[config.mk]
export PLATFORM = sky130hd
export DESIGN_NAME = pc_sequencer_flat
export DESIGN_NICKNAME = d
export VERILOG_FILES = /design/src/rtl/pc_sequencer_if.sv /design/src/rtl/pc_sequencer.sv /design/src/flat_wrapper.sv
export SDC_FILE = /design/constraint.sdc
export NUM_CORES = 1
export LEC_CHECK = 0
export BUFFER_PORTS_ARGS = -buffer_cell sky130_fd_sc_hd__clkbuf_2
export CAP_MARGIN = 40
export CORE_UTILIZATION = 50
export DETAILED_ROUTE_END_ITERATION = 10
export PLACE_DENSITY = 0.78
export SETUP_SLACK_MARGIN = 0.02
export SYNTH_ARGS = -nofsm -noshare
export SYNTH_HDL_FRONTEND = slang
export SYNTH_SLANG_ARGS = --single-unit
export TNS_END_PERCENT = 5
[constraint.sdc]
create_clock -name clk -period 3.25 [get_ports clk]
set_clock_uncertainty 0.1 [all_clocks]
set_input_delay 0.1625 -clock clk [delete_from_list [all_inputs] [get_ports clk]]
set_output_delay 0.1625 -clock clk [all_outputs]
set_load 0.01 [all_outputs]
[src/rtl/pc_sequencer_if.sv]
// Fetch handshake, redirect inputs and architectural state outputs of pc_sequencer.
// master = the sequencer itself; slave = instruction memory / datapath side.
interface pc_sequencer_if;
  logic        imem_req;
  logic [31:0] imem_addr;
  logic        imem_ack;
  logic        stall;
  logic        br_taken;
  logic [31:0] br_target;
  logic        jmp;
  logic [31:0] jmp_target;
  logic        exc_req;
  logic        eret;
  logic [31:0] PC;
  logic [31:0] EPC;
  logic        exl;
  logic [1:0]  cause;
  logic [31:0] instret;
  logic        in_exec;

  modport master (
    output imem_req, imem_addr, PC, EPC, exl, cause, instret, in_exec,
    input  imem_ack, stall, br_taken, br_target, jmp, jmp_target, exc_req, eret
  );

  modport slave (
    input  imem_req, imem_addr, PC, EPC, exl, cause, instret, in_exec,
    output imem_ack, stall, br_taken, br_target, jmp, jmp_target, exc_req, eret
  );
endinterface

[src/rtl/pc_sequencer.sv]
// Fetch/next-PC controller: owns PC, EPC, exception level, cause and retired count,
// stepping IDLE -> FETCH -> EXEC and choosing the next PC on every EXEC exit.
module pc_sequencer #(
  parameter logic [31:0] RESET_VECTOR = 32'h0000_3000,
  parameter logic [31:0] EXC_VECTOR   = 32'h0000_4180
) (
  input  logic           clk,
  input  logic           Reset,
  pc_sequencer_if.master bus
);

  typedef enum logic [1:0] {
    S_IDLE  = 2'd0,
    S_FETCH = 2'd1,
    S_EXEC  = 2'd2
  } state_t;

  localparam logic [1:0] CAUSE_NONE = 2'd0;
  localparam logic [1:0] CAUSE_EXT  = 2'd1;
  localparam logic [1:0] CAUSE_MIS  = 2'd2;

  state_t      r_state, w_state_next;
  logic [31:0] r_pc, w_pc_next;
  logic [31:0] r_epc, w_epc_next;
  logic [31:0] r_instret, w_instret_next;
  logic        r_exl, w_exl_next;
  logic [1:0]  r_cause, w_cause_next;

  logic        w_redirect;
  logic        w_misaligned;
  logic [31:0] w_target;
  logic [31:0] w_pc_seq;
  logic [31:0] w_instret_inc;

  // jmp outranks br_taken when both are asserted
  assign w_redirect    = bus.jmp | bus.br_taken;
  assign w_target      = bus.jmp ? bus.jmp_target : bus.br_target;
  assign w_misaligned  = w_redirect & (w_target[1:0] != 2'b00);
  assign w_pc_seq      = r_pc + 32'd4;
  assign w_instret_inc = r_instret + 32'd1;

  always_comb begin
    // NOTE: every signal gets a default before the case so no path leaves it unassigned (no latches).
    w_state_next   = r_state;
    w_pc_next      = r_pc;
    w_epc_next     = r_epc;
    w_exl_next     = r_exl;
    w_cause_next   = r_cause;
    w_instret_next = r_instret;

    unique case (r_state)
      S_IDLE: w_state_next = S_FETCH;

      S_FETCH: begin
        if (bus.imem_ack) w_state_next = S_EXEC;
      end

      S_EXEC: begin
        if (bus.exc_req && !r_exl) begin
          w_state_next = S_FETCH;
          w_epc_next   = r_pc;
          w_pc_next    = EXC_VECTOR;
          w_exl_next   = 1'b1;
          w_cause_next = CAUSE_EXT;
        end else if (bus.eret) begin
          w_state_next   = S_FETCH;
          w_pc_next      = r_epc;
          w_exl_next     = 1'b0;
          w_cause_next   = CAUSE_NONE;
          w_instret_next = w_instret_inc;
        end else if (w_misaligned && !r_exl) begin
          w_state_next = S_FETCH;
          w_epc_next   = r_pc;
          w_pc_next    = EXC_VECTOR;
          w_exl_next   = 1'b1;
          w_cause_next = CAUSE_MIS;
        end else if (w_misaligned) begin
          // Inside the handler a bad target is dropped and execution falls through.
          w_state_next   = S_FETCH;
          w_pc_next      = w_pc_seq;
          w_instret_next = w_instret_inc;
        end else if (w_redirect) begin
          w_state_next   = S_FETCH;
          w_pc_next      = w_target;
          w_instret_next = w_instret_inc;
        end else if (!bus.stall) begin
          w_state_next   = S_FETCH;
          w_pc_next      = w_pc_seq;
          w_instret_next = w_instret_inc;
        end
      end

      default: w_state_next = S_IDLE;
    endcase
  end

  always_ff @(posedge clk) begin
    // NOTE: state registers use non-blocking assignments so all flops update together at the edge.
    if (Reset) r_state <= S_IDLE;
    else       r_state <= w_state_next;
  end

  always_ff @(posedge clk) begin
    if (Reset) begin
      r_pc      <= RESET_VECTOR;
      r_epc     <= 32'd0;
      r_exl     <= 1'b0;
      r_cause   <= CAUSE_NONE;
      r_instret <= 32'd0;
    end else begin
      r_pc      <= w_pc_next;
      r_epc     <= w_epc_next;
      r_exl     <= w_exl_next;
      r_cause   <= w_cause_next;
      r_instret <= w_instret_next;
    end
  end

  assign bus.imem_req  = (r_state == S_FETCH);
  assign bus.in_exec   = (r_state == S_EXEC);
  assign bus.imem_addr = r_pc;
  assign bus.PC        = r_pc;
  assign bus.EPC       = r_epc;
  assign bus.exl       = r_exl;
  assign bus.cause     = r_cause;
  assign bus.instret   = r_instret;

endmodule

[src/flat_wrapper.sv]
// flat-port wrapper written by rule: the top's interface ports become plain ports
module pc_sequencer_flat 
#(
  parameter logic [31:0] RESET_VECTOR = 32'h0000_3000,
  parameter logic [31:0] EXC_VECTOR   = 32'h0000_4180
)
  (clk, Reset, bus_imem_req, bus_imem_addr, bus_PC, bus_EPC, bus_exl, bus_cause, bus_instret, bus_in_exec, bus_imem_ack, bus_stall, bus_br_taken, bus_br_target, bus_jmp, bus_jmp_target, bus_exc_req, bus_eret);
  pc_sequencer_if bus_i ();
  input  logic clk;
  input  logic Reset;
  output wire logic [$bits(bus_i.imem_req)-1:0] bus_imem_req;
  output wire logic [$bits(bus_i.imem_addr)-1:0] bus_imem_addr;
  output wire logic [$bits(bus_i.PC)-1:0] bus_PC;
  output wire logic [$bits(bus_i.EPC)-1:0] bus_EPC;
  output wire logic [$bits(bus_i.exl)-1:0] bus_exl;
  output wire logic [$bits(bus_i.cause)-1:0] bus_cause;
  output wire logic [$bits(bus_i.instret)-1:0] bus_instret;
  output wire logic [$bits(bus_i.in_exec)-1:0] bus_in_exec;
  input wire logic [$bits(bus_i.imem_ack)-1:0] bus_imem_ack;
  input wire logic [$bits(bus_i.stall)-1:0] bus_stall;
  input wire logic [$bits(bus_i.br_taken)-1:0] bus_br_taken;
  input wire logic [$bits(bus_i.br_target)-1:0] bus_br_target;
  input wire logic [$bits(bus_i.jmp)-1:0] bus_jmp;
  input wire logic [$bits(bus_i.jmp_target)-1:0] bus_jmp_target;
  input wire logic [$bits(bus_i.exc_req)-1:0] bus_exc_req;
  input wire logic [$bits(bus_i.eret)-1:0] bus_eret;
  assign bus_imem_req = bus_i.imem_req;
  assign bus_imem_addr = bus_i.imem_addr;
  assign bus_PC = bus_i.PC;
  assign bus_EPC = bus_i.EPC;
  assign bus_exl = bus_i.exl;
  assign bus_cause = bus_i.cause;
  assign bus_instret = bus_i.instret;
  assign bus_in_exec = bus_i.in_exec;
  assign bus_i.imem_ack = bus_imem_ack;
  assign bus_i.stall = bus_stall;
  assign bus_i.br_taken = bus_br_taken;
  assign bus_i.br_target = bus_br_target;
  assign bus_i.jmp = bus_jmp;
  assign bus_i.jmp_target = bus_jmp_target;
  assign bus_i.exc_req = bus_exc_req;
  assign bus_i.eret = bus_eret;
  pc_sequencer #(.RESET_VECTOR(RESET_VECTOR), .EXC_VECTOR(EXC_VECTOR)) u_core (.clk(clk), .Reset(Reset), .bus(bus_i));
endmodule
==> impl_metrics.json <==
{
  "outcome": "finished clean",
  "synth.most_common_cell": "dfxtp_1",
  "yosys_warnings": 0,
  "cts_buffers": 9,
  "clockBufferDepth": 2,
  "cts.sinks": 101,
  "slew_violations": 0,
  "dp_slack_ns": 0.648,
  "drt_wl_total_um": 17400,
  "grt_max_degree": 59,
  "synth_nets": 764,
  "finalWeightedCongestion": 0.900,
  "synthCells": 690,
  "design_area_sq_mm": 0.00696,
  "seq_area_frac_synth_pct": 34.9,
  "final_cells": 989,
  "die_h_um": 110,
  "final_antenna_net_count": 0,
  "async_flop_share_pct": 0,
  "vdd_drop_max_v": 0.000322,
  "io_buffer_count": 204,
  "critPathLaunch": "u_core.bus.PC[11]$_SDFFE_PP0P_",
  "setup_viol": 0,
  "start_util_pct": 52.4,
  "synth_top_area_share_pct": 34.9,
  "start_kind": "flop",
  "avgSynthCellArea_sq_um": 8.41,
  "wire_per_inst_um": 17.6,
  "placed_cell_area_sq_mm": 0.00668,
  "worst_pin_slew_ns": 0.884,
  "period_needed_ns": 2.64,
  "path_max_fanout": 13,
  "yosys_most_used_dff": "dfxtp_1",
  "critPathCapture": "u_core.bus.PC[24]$_SDFFE_PP0P_",
  "cp-end-kind": "flop",
  "clock_latency_ns": 0.34,
  "relSlewSlack_pct": 40.9,
  "tns_ns": 0,
  "place_inst": 972,
  "hold_viol_final": 0,
  "powerDensity_mw_per_mm2": 360,
  "grt_pass1_wl_um": 26500,
  "rsz0062_at_grt": "false",
  "htree_num_levels": 3,
  "core-area_sq_mm": 0.0111,
  "synth_edf_count": 0,
  "n_antenna_cell": 0,
  "die_w_um": 110,
  "yosys-top-cells-area": "dfxtp_1, mux2i_1, nor2_1, buf_4, xor2_1",
  "drt_iter0_drc": 363,
  "root_buffer": "clkbuf_16",
  "antenna_found_initial": 0,
  "clk_pin_slew_ns": 0.07,
  "worst-r2r-setup-slack_ns": 0.61,
  "synth-seq-cells": 101,
  "drv_cap": 0,
  "avgViaCountPerCell": 5.95,
  "hpwl_um": 12600,
  "reg2reg_depth": 5,
  "nets": 918,
  "leakage_nw": 2.83,
  "r2r-start": "u_core.bus.PC[11]$_SDFFE_PP0P_",
  "hold_class": "in2reg",
  "io_pins": 205,
  "setup_ws_ns": 0.612,
  "area_growth_syn_to_layout_pct": 19.9,
  "r2r-end": "u_core.bus.PC[24]$_SDFFE_PP0P_",
  "crit_arrival_ns": 2.83,
  "drc": 0,
  "rows": 38,
  "timing.fmax_mhz": 379,
  "critPathKind": "reg2reg",
  "yosys.area.top_type": "dfxtp_1",
  "drt_pass1_iterations": 5,
  "grt_pass1_vias": 5416,
  "fillers": 974,
  "drive_gt1_share_pct": 30.9,
  "synth.distinct_cells": 67,
  "die_area_sq_mm": 0.0120,
  "synth_common_cells": "dfxtp_1, nor2_1, mux2i_1",
  "gr-usage-all-layers_pct": 28.5,
  "syn_area_sq_mm": 0.00580,
  "grt_overflow": 0,
  "num_vias": 5887,
  "fin_crit_sh_pct": 81.2,
  "whs_ns": 0.120,
  "crit_required_ns": 3.44,
  "cts_tree": "done"
}
==> logic make-up (layout without fill, tap and decap cells) <==
group                    after synthesis  count (layout)  synth area share, %
flip-flops                           101             101                 34.9
AND/OR/NAND/NOR                      259             259                 23.5
buffers and inverters                 87             246                 8.30
adder cells (fa/ha/maj)                2               2                0.431
AO/OA/AOI/OAI                        150             150                 17.7
XOR/XNOR                              32              32                 4.83
multiplexers                          59              59                 10.4
==> area by class of cell <==
cell class	instances	area (sq um)	share of cell area, %
clock inverters	6	40.0	0.576
well taps	140	175	2.52
multi-input cells	502	3310	47.6
clock buffers	10	229	3.29
repair buffers	219	1140	16.4
flip-flops and latches	101	2020	29.1
inverters	11	41.3	0.594
==> timing repair <==
item,in CTS,in global routing
setup buffers,0,0
endpoints found under the hold margin,1,0
hold buffers,1,0
resized for setup,0,0
==> metal layers <==
layer  global-route usage [%]  wire, um  vias up
met5                        0         0        -
met4                     10.9       371        0
met3                     7.59      1570       31
met2                     48.6      8440      285
met1                     34.1      6980     2772
li1                         -         -     2799
==> worst max-delay path, stage by stage (launching register included) <==
cell and delay (ns):
dfxtp_1 0.55, nand4_2 0.24, or4_1 0.79, or2_1 0.37
o41ai_1 0.35, a22o_1 0.19
==> sequential cells by signal, indices dropped and copies added (netlist names) <==
name / count
u_core.bus.EPC: 32
u_core.bus.PC: 32
u_core.bus.instret: 32
u_core.r_state: 2
u_core.bus.cause: 2
u_core.bus.exl: 1
==> metrics by stage <==
| stage | utilization [%] | power [mW] |
|---|---|---|
| after CTS | 62.8 | 2.53 |
| after global routing | 62.8 | 2.60 |
| after detailed placement | 60.3 | 1.54 |
| after global placement | 60.2 | 1.53 |
| after floorplan | - | 1.44 |
| final | 62.8 | 2.51 |
==> power breakdown <==
| part | switching [mW] | internal (mW) | leakage (nW) | total (mW) |
|---|---|---|---|---|
| Combinational | 0.157 | 0.105 | 1.90 | 0.262 |
| Clock | 0.473 | 0.517 | 0.120 | 0.990 |
| Sequential | 0.0106 | 1.24 | 0.814 | 1.25 |
| Total | 0.641 | 1.87 | 2.83 | 2.51 |
==> worst min path at each step <==
| stage | depth (start not counted) | to | startpoint | slack [ns] |
|---|---|---|---|---|
| 6_report | 3 | u_core.bus.PC[21]$_SDFFE_PP0P_ | bus_jmp_target[21] | 0.12 |
| 5_1_grt | 3 | u_core.bus.PC[21]$_SDFFE_PP0P_ | bus_jmp_target[21] | 0.13 |
| 4_1_cts | 3 | u_core.bus.PC[21]$_SDFFE_PP0P_ | bus_jmp_target[21] | 0.11 |
| 3_5_place_dp | 3 | u_core.r_state[1]$_SDFFE_PP0P_ | bus_imem_ack | 0.35 |
| 3_3_place_gp | 3 | u_core.r_state[1]$_SDFFE_PP0P_ | bus_imem_ack | 0.33 |
| 2_1_floorplan | 2 | u_core.r_state[1]$_SDFFE_PP0P_ | bus_imem_ack | 0.23 |
==> cells in the final DEF, fill, tap and decap left out, types with 3 or more instances in the layout <==
cell / synthesis / routed
a211o_1: 3 / 3
nor3_1: 14 / 14
a21o_1: 3 / 3
nor2_1: 80 / 79
or3_1: 11 / 11
o211ai_1: 4 / 4
a22oi_1: 5 / 5
or4_1: 3 / 3
nand2_1: 49 / 49
nor4_1: 7 / 6
a32oi_1: 12 / 12
dfxtp_1: 101 / 101
and3_1: 8 / 8
xor2_1: 24 / 24
mux2_2: 9 / 9
xnor2_1: 8 / 8
a221oi_1: 8 / 8
o31ai_1: 8 / 8
clkbuf_2: 1 / 203
buf_4: 34 / 13
o41ai_1: 4 / 4
nand4_1: 25 / 25
mux2i_1: 50 / 50
a21oi_1: 34 / 34
inv_1: 10 / 10
o21ai_0: 36 / 36
a211oi_1: 3 / 3
or2_2: 4 / 4
clkinvlp_4: 0 / 4
o22ai_1: 6 / 6
nor2b_1: 7 / 7
and4_1: 4 / 4
a22o_1: 6 / 6
clkbuf_16: 0 / 9
nand3_1: 29 / 29
Note: power is estimated with default switching activity, not from simulation.
